==> src/rtl/set_mode_ctrl_if.sv <==
// Button/strobe bundle between the debouncer, the set-mode controller and the
// timekeeping/alarm blocks. Bit map: 0 MODE, 1 SEL, 2 UP, 3 DOWN, 4 OK.
`timescale 1ns/1ps
`default_nettype none

interface set_mode_ctrl_if #(
   parameter int BTN_WIDTH = 5
);
   logic [BTN_WIDTH-1:0] btn_level;
   logic [BTN_WIDTH-1:0] btn_pulse;
   logic [1:0]           mode;
   logic [1:0]           field_sel;
   logic                 inc;
   logic                 dec;
   logic                 blink_en;
   logic                 save_time;
   logic                 save_alarm;

   modport master (
      output btn_level, btn_pulse,
      input  mode, field_sel, inc, dec, blink_en, save_time, save_alarm
   );

   modport slave (
      input  btn_level, btn_pulse,
      output mode, field_sel, inc, dec, blink_en, save_time, save_alarm
   );
endinterface

`default_nettype wire

==> src/rtl/set_mode_ctrl.sv <==
// Clock-setting UI controller: RUN/SET_TIME/SET_ALARM sequencing, field select,
// inc/dec with long-press auto-repeat, save strobes. Optional: SETMODE_TIMEOUT_EN.
`timescale 1ns/1ps
`default_nettype none

module set_mode_ctrl #(
   parameter int BTN_WIDTH      = 5,
   parameter int CNT_W          = 32,
   parameter int HOLD_CYCLES    = 6000000,
   parameter int REPEAT_CYCLES  = 1200000,
   parameter int TIMEOUT_CYCLES = 60000000
) (
   input  logic          clk,
   input  logic          rst,
   set_mode_ctrl_if.slave bus
);

   typedef enum logic [1:0] {
      MODE_RUN       = 2'd0,
      MODE_SET_TIME  = 2'd1,
      MODE_SET_ALARM = 2'd2
   } mode_e;

   typedef enum logic {
      PH_FIRST  = 1'b0,
      PH_REPEAT = 1'b1
   } phase_e;

   localparam int MAX_CYC = (HOLD_CYCLES > REPEAT_CYCLES) ?
      ((HOLD_CYCLES > TIMEOUT_CYCLES) ? HOLD_CYCLES : TIMEOUT_CYCLES) :
      ((REPEAT_CYCLES > TIMEOUT_CYCLES) ? REPEAT_CYCLES : TIMEOUT_CYCLES);
   localparam logic [CNT_W-1:0] L_HOLD_LAST = CNT_W'(HOLD_CYCLES - 1);
   localparam logic [CNT_W-1:0] L_REP_LAST  = CNT_W'(REPEAT_CYCLES - 1);

   if (BTN_WIDTH != 5 || CNT_W <= $clog2(MAX_CYC)) begin : g_param_check
      $error("set_mode_ctrl: BTN_WIDTH must be 5 and CNT_W must hold the largest cycle count");
   end

   logic w_p_mode, w_p_sel, w_p_up, w_p_dn, w_p_ok, w_lv_up, w_lv_dn;
   assign w_p_mode = bus.btn_pulse[0];
   assign w_p_sel  = bus.btn_pulse[1];
   assign w_p_up   = bus.btn_pulse[2];
   assign w_p_dn   = bus.btn_pulse[3];
   assign w_p_ok   = bus.btn_pulse[4];
   assign w_lv_up  = bus.btn_level[2];
   assign w_lv_dn  = bus.btn_level[3];

   // MODE/SEL/OK act on pulses only; their levels are deliberately ignored.
   logic w_unused;
   assign w_unused = ^{bus.btn_level[4], bus.btn_level[1:0]};

   mode_e            r_mode, w_mode;
   phase_e           r_phase, w_phase;
   logic [1:0]       r_field, w_field;
   logic [CNT_W-1:0] r_hold_cnt, w_hold_cnt;
   logic             r_armed, w_armed, r_dir_up, w_dir_up;
   logic             r_inc, w_inc, r_dec, w_dec, r_blink, w_blink;
   logic             r_save_time, w_save_time, r_save_alarm, w_save_alarm;
   logic             w_mode_chg;
`ifdef SETMODE_TIMEOUT_EN
   localparam logic [CNT_W-1:0] L_TO_LAST = CNT_W'(TIMEOUT_CYCLES - 1);
   logic [CNT_W-1:0] r_to_cnt, w_to_cnt;
`endif

   // NOTE: every variable gets a default before any branch so the block cannot infer a latch.
   always_comb begin
      w_mode       = r_mode;
      w_field      = r_field;
      w_phase      = r_phase;
      w_hold_cnt   = r_hold_cnt;
      w_armed      = r_armed;
      w_dir_up     = r_dir_up;
      w_inc        = 1'b0;
      w_dec        = 1'b0;
      w_save_time  = 1'b0;
      w_save_alarm = 1'b0;
      w_mode_chg   = 1'b0;
`ifdef SETMODE_TIMEOUT_EN
      w_to_cnt     = '0;
`endif
      if (w_p_mode) begin
         w_mode_chg = 1'b1;
         case (r_mode)
            MODE_RUN:      w_mode = MODE_SET_TIME;
            MODE_SET_TIME: w_mode = MODE_SET_ALARM;
            default:       w_mode = MODE_RUN;
         endcase
      end else if (w_p_ok && r_mode != MODE_RUN) begin
         w_mode_chg   = 1'b1;
         w_save_time  = (r_mode == MODE_SET_TIME);
         w_save_alarm = (r_mode == MODE_SET_ALARM);
         w_mode       = MODE_RUN;
      end else if (r_mode != MODE_RUN) begin
         if (w_p_sel) begin
            if (r_mode == MODE_SET_TIME) w_field = (r_field == 2'd2) ? 2'd0 : r_field + 2'd1;
            else                         w_field = (r_field == 2'd0) ? 2'd1 : 2'd0;
         end
         // A held key only repeats after a pulse armed it, so a key held across reset stays inert.
         if ((w_lv_up && w_lv_dn) || (w_p_up && w_p_dn)) begin
            w_hold_cnt = '0;
            w_phase    = PH_FIRST;
         end else if (!w_p_sel && (w_p_up || w_p_dn)) begin
            w_inc      = w_p_up;
            w_dec      = w_p_dn;
            w_hold_cnt = '0;
            w_phase    = PH_FIRST;
            w_armed    = 1'b1;
            w_dir_up   = w_p_up;
         end else if (r_armed && (r_dir_up ? w_lv_up : w_lv_dn)) begin
            if (r_hold_cnt == ((r_phase == PH_FIRST) ? L_HOLD_LAST : L_REP_LAST)) begin
               w_inc      = r_dir_up;
               w_dec      = !r_dir_up;
               w_hold_cnt = '0;
               w_phase    = PH_REPEAT;
            end else begin
               w_hold_cnt = r_hold_cnt + 1'b1;
            end
         end else begin
            w_hold_cnt = '0;
            w_phase    = PH_FIRST;
            w_armed    = 1'b0;
         end
`ifdef SETMODE_TIMEOUT_EN
         if ((|bus.btn_pulse) || w_lv_up || w_lv_dn) begin
            w_to_cnt = '0;
         end else if (r_to_cnt == L_TO_LAST) begin
            w_mode     = MODE_RUN;
            w_mode_chg = 1'b1;
         end else begin
            w_to_cnt = r_to_cnt + 1'b1;
         end
`else
         // Without the timeout, a set mode is left only by MODE or OK.
`endif
      end
      if (w_mode_chg) begin
         w_field    = 2'd0;
         w_hold_cnt = '0;
         w_phase    = PH_FIRST;
         w_armed    = 1'b0;
      end
      w_blink = (w_mode != MODE_RUN);
   end

   // NOTE: sequential state uses non-blocking assignments so every register samples pre-edge values.
   always_ff @(posedge clk or posedge rst) begin
      if (rst) begin
         r_mode       <= MODE_RUN;
         r_field      <= 2'd0;
         r_phase      <= PH_FIRST;
         r_hold_cnt   <= '0;
         r_armed      <= 1'b0;
         r_dir_up     <= 1'b0;
         r_inc        <= 1'b0;
         r_dec        <= 1'b0;
         r_blink      <= 1'b0;
         r_save_time  <= 1'b0;
         r_save_alarm <= 1'b0;
`ifdef SETMODE_TIMEOUT_EN
         r_to_cnt     <= '0;
`endif
      end else begin
         r_mode       <= w_mode;
         r_field      <= w_field;
         r_phase      <= w_phase;
         r_hold_cnt   <= w_hold_cnt;
         r_armed      <= w_armed;
         r_dir_up     <= w_dir_up;
         r_inc        <= w_inc;
         r_dec        <= w_dec;
         r_blink      <= w_blink;
         r_save_time  <= w_save_time;
         r_save_alarm <= w_save_alarm;
`ifdef SETMODE_TIMEOUT_EN
         r_to_cnt     <= w_to_cnt;
`endif
      end
   end

   assign bus.mode       = r_mode;
   assign bus.field_sel  = r_field;
   assign bus.inc        = r_inc;
   assign bus.dec        = r_dec;
   assign bus.blink_en   = r_blink;
   assign bus.save_time  = r_save_time;
   assign bus.save_alarm = r_save_alarm;

endmodule

`default_nettype wire

==> src/flat_wrapper.sv <==
// flat-port wrapper written by rule: the top's interface ports become plain ports
module set_mode_ctrl_flat 
#(
   parameter int BTN_WIDTH      = 5,
   parameter int CNT_W          = 32,
   parameter int HOLD_CYCLES    = 6000000,
   parameter int REPEAT_CYCLES  = 1200000,
   parameter int TIMEOUT_CYCLES = 60000000
)
  (clk, rst, bus_btn_level, bus_btn_pulse, bus_mode, bus_field_sel, bus_inc, bus_dec, bus_blink_en, bus_save_time, bus_save_alarm);
  set_mode_ctrl_if #(.BTN_WIDTH(BTN_WIDTH)) bus_i ();
  input  logic clk;
  input  logic rst;
  input wire logic [$bits(bus_i.btn_level)-1:0] bus_btn_level;
  input wire logic [$bits(bus_i.btn_pulse)-1:0] bus_btn_pulse;
  output wire logic [$bits(bus_i.mode)-1:0] bus_mode;
  output wire logic [$bits(bus_i.field_sel)-1:0] bus_field_sel;
  output wire logic [$bits(bus_i.inc)-1:0] bus_inc;
  output wire logic [$bits(bus_i.dec)-1:0] bus_dec;
  output wire logic [$bits(bus_i.blink_en)-1:0] bus_blink_en;
  output wire logic [$bits(bus_i.save_time)-1:0] bus_save_time;
  output wire logic [$bits(bus_i.save_alarm)-1:0] bus_save_alarm;
  assign bus_i.btn_level = bus_btn_level;
  assign bus_i.btn_pulse = bus_btn_pulse;
  assign bus_mode = bus_i.mode;
  assign bus_field_sel = bus_i.field_sel;
  assign bus_inc = bus_i.inc;
  assign bus_dec = bus_i.dec;
  assign bus_blink_en = bus_i.blink_en;
  assign bus_save_time = bus_i.save_time;
  assign bus_save_alarm = bus_i.save_alarm;
  set_mode_ctrl #(.BTN_WIDTH(BTN_WIDTH), .CNT_W(CNT_W), .HOLD_CYCLES(HOLD_CYCLES), .REPEAT_CYCLES(REPEAT_CYCLES), .TIMEOUT_CYCLES(TIMEOUT_CYCLES)) u_core (.clk(clk), .rst(rst), .bus(bus_i));
endmodule
==> config.mk <==
export PLATFORM = sky130hd
export DESIGN_NAME = set_mode_ctrl_flat
export DESIGN_NICKNAME = d
export VERILOG_FILES = /design/src/rtl/set_mode_ctrl_if.sv /design/src/rtl/set_mode_ctrl.sv /design/src/flat_wrapper.sv
export SDC_FILE = /design/constraint.sdc
export NUM_CORES = 1
export LEC_CHECK = 0
export CAP_MARGIN = 20
export CORE_MARGIN = 2
export CORE_UTILIZATION = 47
export CTS_BUF_LIST = sky130_fd_sc_hd__clkbuf_4
export CTS_CLUSTER_SIZE = 20
export DETAILED_ROUTE_END_ITERATION = 12
export GPL_TIMING_DRIVEN = 0
export PLACE_DENSITY_LB_ADDON = 0.05
export SYNTH_ARGS = -nofsm -noshare
export SYNTH_HDL_FRONTEND = slang
export SYNTH_SLANG_ARGS = --single-unit
export TNS_END_PERCENT = 30
==> constraint.sdc <==
create_clock -name clk -period 2.4 [get_ports clk]
set_input_delay 0.48 -clock clk [delete_from_list [all_inputs] [get_ports clk]]
set_output_delay 0.48 -clock clk [all_outputs]
set_load 0.01 [all_outputs]
==> impl_metrics.tcl, run 1 <==
set metrics [dict create \
    grt_pass1_wl_um 8079 \
    slew_viol_final 0 \
    synth_edf_count 0 \
    synthArstFlopShare_pct 100.0 \
    wl_per_cell_um 13.73 \
    finalWorstSetupSlack_ns 0.2631 \
    cts_sinks 44 \
    path_clk_slew_ns 0.13 \
    numPortBuffers 16 \
    worstMarginPinSlew_ns 0.4784 \
    worstPathMaxFanout 10 \
    drt_iter0_drc 212 \
    slew_headroom_pct 67.93 \
    final_common_cell "dfrtp_1" \
    post_cts_buffers 0 \
    drc 0 \
    synthCells 251 \
    diodes 0 \
    hp-class "in -> async" \
    grt_pass1_vias 1742 \
    startpoint "u_core.r_hold_cnt[0]$_DFFE_PP0P_" \
    cts_buffers 5 \
    end_kind "flop" \
    yosysTopAreaCell "dfrtp_1" \
    core_um2 4786 \
    initial_core_util_pct 49.44 \
    final_cell_mix "44 x dfrtp_1, 41 x nor2_1, 26 x xnor2_1" \
    crit_type "reg -> reg" \
    syn_avg_cell_area_um2 9.426 \
    status "completed" \
    dp_hpwl_um 3382 \
    die_w_um 74.95 \
    critPathLaunchType "flop" \
    layout.cells.non_filler 343 \
    p_leak_nw 1.059 \
    ctsResizeCount 0 \
    io_pins 21 \
    power_mw 1.327 \
    clock_skew_ns 0.01711 \
    timing.rr.end "u_core.r_hold_cnt[31]$_DFFE_PP0P_" \
    cts-root-buf "clkbuf_4" \
    die_y_um 74.95 \
    reg2reg_depth 8 \
    syn_to_final_growth_pct 13.33 \
    clk_path_buf_depth 2 \
    r2r_start "u_core.r_hold_cnt[0]$_DFFE_PP0P_" \
    grt_overflow_total 0 \
    synth_area_leaders "dfrtp_1 47%, xnor2_1 9.6%, nor2_1 6.5%" \
    ys_types 44 \
    cts_tree "yes" \
    finalHoldViolations 0 \
    ctsHoldBuffers 0 \
    grt_max_degree 30 \
    rrSetupSlack_ns 0.26 \
    dieArea_um2 5618 \
    finalCriticalPeriod_ns 2.137 \
    fin_crit_sh_pct 89.04 \
    dp.cells 335 \
    irDropWorstVdd_uv 265.4 \
    rows 25 \
    htree_levels 2 \
    clock_latency_ns 0.36 \
    max_cap_violations 0 \
    critical_path_required_ns 2.64 \
    vias 1814 \
    dp_slack_ns -0.08045 \
    synth_top_area_share_pct 46.54 \
    setup_viol_count_final 0 \
    first_pass_iters 4 \
    nets 288 \
    power_density_nw_per_um2 495.0 \
    ant_nets 0 \
    rsz0062_at_grt "no" \
    layout-drive-gt1-share_pct 9.058 \
    yosysSeqAreaShare_pct 46.54 \
    antenna_found_initial 0 \
    synth_nets 264 \
    arrival_ns 2.38 \
    synth_ff_type "dfrtp_1" \
    wl_um 4711 \
    grt_use_total_pct 18.83 \
    gp_congestion 0.7828 \
    synth_seq_cells 44 \
    fmax_mhz 468.0 \
    via_per_inst 5.289 \
    yosys_warnings 0 \
    synth_area_um2 2366 \
]
==> area by class of cell <==
| type | instances | area, um2 |
|---|---|---|
| Buffer | 10 | 63.81 |
| Tap cell | 67 | 83.83 |
| Clock inverter | 3 | 13.76 |
| Clock buffer | 5 | 37.54 |
| Fill cell | 443 | 2105 |
| Sequential cell | 44 | 1101 |
| Inverter | 10 | 37.54 |
| Timing Repair Buffer | 17 | 180.2 |
| Multi-Input combinational cell | 187 | 1164 |
==> through the flow <==
| stage | hold WS [ns] | area [um2] | util, % | TNS [ns] |
|---|---|---|---|---|
| 3_3_place_gp | 0.5057 | 2610 | 54.54 | -2.767 |
| 6_report | 0.4029 | 2681 | 56.03 | 0 |
| 3_5_place_dp | 0.5082 | 2630 | 54.95 | -1.125 |
| 5_1_grt | 0.4253 | 2681 | 56.03 | 0 |
| 2_1_floorplan | 0.4859 | 2366 | - | 0 |
| 4_1_cts | 0.4068 | 2681 | 56.03 | 0 |
==> report_power, final <==
part / internal [mW] / leakage, nW / switching, mW / total [mW]
logic: 0.0833 / 0.419 / 0.117 / 0.201
clock network: 0.108 / 0.0324 / 0.235 / 0.343
registers: 0.762 / 0.608 / 0.0210 / 0.783
==> cells by family after synthesis <==
| kind of cell | Yosys count | share of synthesized area [%] |
|---|---|---|
| simple gates | 129 | 29.62 |
| flops | 44 | 46.54 |
| xor+xnor | 30 | 11.11 |
| compound gates | 27 | 7.933 |
| buf+inv | 20 | 4.283 |
| fa+ha+maj | 1 | 0.5287 |
==> worst max-delay path, stage by stage (launching register included) <==
cell      delay (ns)
dfrtp_1         0.44
ha_1            0.22
nand3_1         0.13
nor4_1          0.22
o2111a_1        0.38
o21a_1          0.18
buf_2           0.23
buf_6           0.17
nor2_1          0.05
==> synthesized netlist by cell type (2+ instances only) <==
| cell | instances |
|---|---|
| and3_1 | 2 |
| nand3_1 | 11 |
| nand4_1 | 6 |
| inv_1 | 10 |
| clkbuf_1 | 4 |
| o21ai_0 | 3 |
| a211o_1 | 2 |
| nor2_2 | 2 |
| buf_6 | 3 |
| nor2_1 | 41 |
| nor4_1 | 6 |
| nand2_1 | 23 |
| a21oi_1 | 7 |
| or4b_4 | 2 |
| nor2b_1 | 2 |
| o21a_1 | 2 |
| nor3_1 | 14 |
| buf_2 | 3 |
| o31ai_1 | 5 |
| nor4b_1 | 3 |
| xor2_1 | 4 |
| dfrtp_1 | 44 |
| xnor2_1 | 26 |
| nor4_4 | 2 |
| and4_1 | 5 |
==> worst max path at each step <==
| stage | endpoint | depth (start not counted) |
|---|---|---|
| 2_1_floorplan | u_core.r_hold_cnt[28]$_DFFE_PP0P_ | 7 |
| 4_1_cts | u_core.r_hold_cnt[31]$_DFFE_PP0P_ | 8 |
| 3_5_place_dp | u_core.r_hold_cnt[17]$_DFFE_PP0P_ | 8 |
| 5_1_grt | u_core.r_hold_cnt[31]$_DFFE_PP0P_ | 8 |
| 3_3_place_gp | u_core.r_hold_cnt[28]$_DFFE_PP0P_ | 7 |
| 6_report | u_core.r_hold_cnt[31]$_DFFE_PP0P_ | 8 |
==> state kept, by name, summed over array words and instances (netlist names) <==
name                   flops
u_core.bus.save_alarm      1
u_core.bus.dec             1
u_core.bus.save_time       1
u_core.r_armed             1
u_core.bus.field_sel       2
u_core.r_phase             1
u_core.r_dir_up            1
u_core.r_hold_cnt         32
u_core.bus.inc             1
u_core.bus.mode            2
u_core.bus.blink_en        1
==> layer usage <==
metal,wire length (um),global-route usage [%],vias up
li1,-,-,918
met1,2518,28.99,869
met2,1989,26.61,22
met3,149,4.016,5
met4,53,5.357,0
met5,0,0,-
(Power assumes the default switching activity.)
==> run 2, diff against run 1 <==
Settings changed: CTS_CLUSTER_DIAMETER set to 100.
==> results of run 2 <==
Same layout as run 1: the final DEF is identical, and so are final timing and power.
==> run 3, diff against run 2 <==
Settings changed: CORE_MARGIN 2 to 1, MAX_ROUTING_LAYER set to met4.
==> run 3 against run 2 <==
Cell count unchanged. Largest power group unchanged. First-iteration DRC count down 38%. Count of clock-buffer cells in the layout did not move. Via count is 1.3% higher. Maximum frequency up 0.74%. Highest routed layer unchanged. Clock skew fell by 0.0021 ns.
==> impl_metrics.tcl, run 3 (same netlist as run 1, synthesis figures left out) <==
set metrics [dict create \
    fmax_mhz 471.4 \
    critical_path_required_ns 2.64 \
    irDropWorstVdd_uv 267.9 \
    startpoint "bus_btn_pulse[0]" \
    worstMarginPinSlew_ns 0.5178 \
    drc 0 \
    layout-drive-gt1-share_pct 9.058 \
    finalHoldViolations 0 \
    htree_levels 2 \
    setup_viol_count_final 0 \
    slew_viol_final 0 \
    postLayoutCoreUtil_pct 56.03 \
    dp_hpwl_um 3422 \
    cts_buffers 5 \
    fin_setup_tns_ns 0 \
    ant_nets 0 \
    die_w_um 72.95 \
    die_y_um 72.95 \
    cts-root-buf "clkbuf_4" \
    ctsHoldBuffers 0 \
    arrival_ns 2.36 \
    grt_overflow_total 0 \
    first_pass_iters 4 \
    max_cap_violations 0 \
    grt_max_degree 29 \
    initial_core_util_pct 49.44 \
    final_cell_mix "44 x dfrtp_1, 41 x nor2_1, 26 x xnor2_1" \
    rrSetupSlack_ns 0.29 \
    wl_per_cell_um 13.45 \
    clock_latency_ns 0.35 \
    grt_pass1_wl_um 7921 \
    grt_pass1_vias 1668 \
    wl_um 4612 \
    antenna_found_initial 0 \
    via_per_inst 5.356 \
    nets 288 \
    largest_reg_flops 32 \
    rows 25 \
    finalCriticalPeriod_ns 2.121 \
    post_cts_buffers 0 \
    dieArea_um2 5322 \
    clk_path_buf_depth 2 \
    top_register "u_core.r_hold_cnt" \
    dp_slack_ns -0.1119 \
    clock_skew_ns 0.01504 \
    cts_tree "yes" \
    path_clk_slew_ns 0.13 \
    finalWorstSetupSlack_ns 0.2788 \
    vias 1837 \
    power_density_nw_per_um2 490.4 \
    hp-class "in -> async" \
    numPortBuffers 16 \
    slew_headroom_pct 65.48 \
    r2r_start "u_core.r_hold_cnt[0]$_DFFE_PP0P_" \
    diodes 0 \
    whs_ns 0.4080 \
    fin_crit_sh_pct 88.38 \
    gp_congestion 0.7790 \
    p_leak_nw 1.059 \
    cts_sinks 44 \
    fill_cells 421 \
    syn_to_final_growth_pct 13.33 \
    end_kind "flop" \
    status "completed" \
    critPathLaunchType "input pin" \
    io_pins 21 \
    ctsResizeCount 0 \
    drt_iter0_drc 132 \
    final_common_cell "dfrtp_1" \
    crit_type "in -> reg" \
    core_um2 4786 \
    worstPathMaxFanout 10 \
    grt_use_total_pct 20.18 \
    rsz0062_at_grt "no" \
]
## run 3: cell counts in the layout (fill, tap and decap cells not counted)
No cell type changed its count.
## run 3: path summary, 6_finish.rpt
path                                                endpoint  cells after the start
min reg2reg                      u_core.r_dir_up$_DFFE_PP0P_                      1
max                        u_core.r_hold_cnt[28]$_DFFE_PP0P_                      7
max reg2reg                u_core.r_hold_cnt[28]$_DFFE_PP0P_                      7
min in group clk                u_core.bus.mode[1]$_DFF_PP0_                      2
min                        u_core.r_hold_cnt[16]$_DFFE_PP0P_                      2
max in group asynchronous  u_core.r_hold_cnt[30]$_DFFE_PP0P_                      3
## run 3: layer usage
layer,share of wire (%),up-vias,routed length [um],GRT usage (%)
met2,44,21,2009,27.93
met3,2.2,6,103,4.282
met1,53,887,2436,29.18
met5,0,-,0,-
li1,-,923,-,-
met4,1.3,0,62,6.972
## run 3: layout make-up
type                    instances  area [um2]  share of cell area, %
plain buffers                  10       63.81                  2.380
inverters                      10       37.54                  1.400
well taps                      67       83.83                  3.126
multi-input cells             187        1164                  43.40
clock buffers                   5       37.54                  1.400
flip-flops and latches         44        1101                  41.06
clock inverters                 3       13.76                 0.5133
repair buffers                 17       180.2                  6.720
## run 3: power by group
part / total [mW] / leakage [nW] / switching, mW / internal, mW
registers: 0.782 / 0.608 / 0.0198 / 0.762
clock network: 0.335 / 0.0324 / 0.227 / 0.108
logic: 0.198 / 0.419 / 0.115 / 0.0833
## run 3: worst max-delay path, stage by stage
cell and delay (ns):
clkdlybuf4s50_1 0.54, nor3_2 0.12, or4b_4 0.57, buf_6 0.17, nor4_4 0.27, xnor2_1 0.17, nor2_2 0.04
## run 3: through the flow
step                area, um2  power [mW]  cells
floorplan                2366      0.9153    251
global placement         2610      0.9939    334
detailed placement       2630      0.9976    335
CTS                      2681       1.342    343
global route             2681       1.397    343
finish                   2681       1.315    343
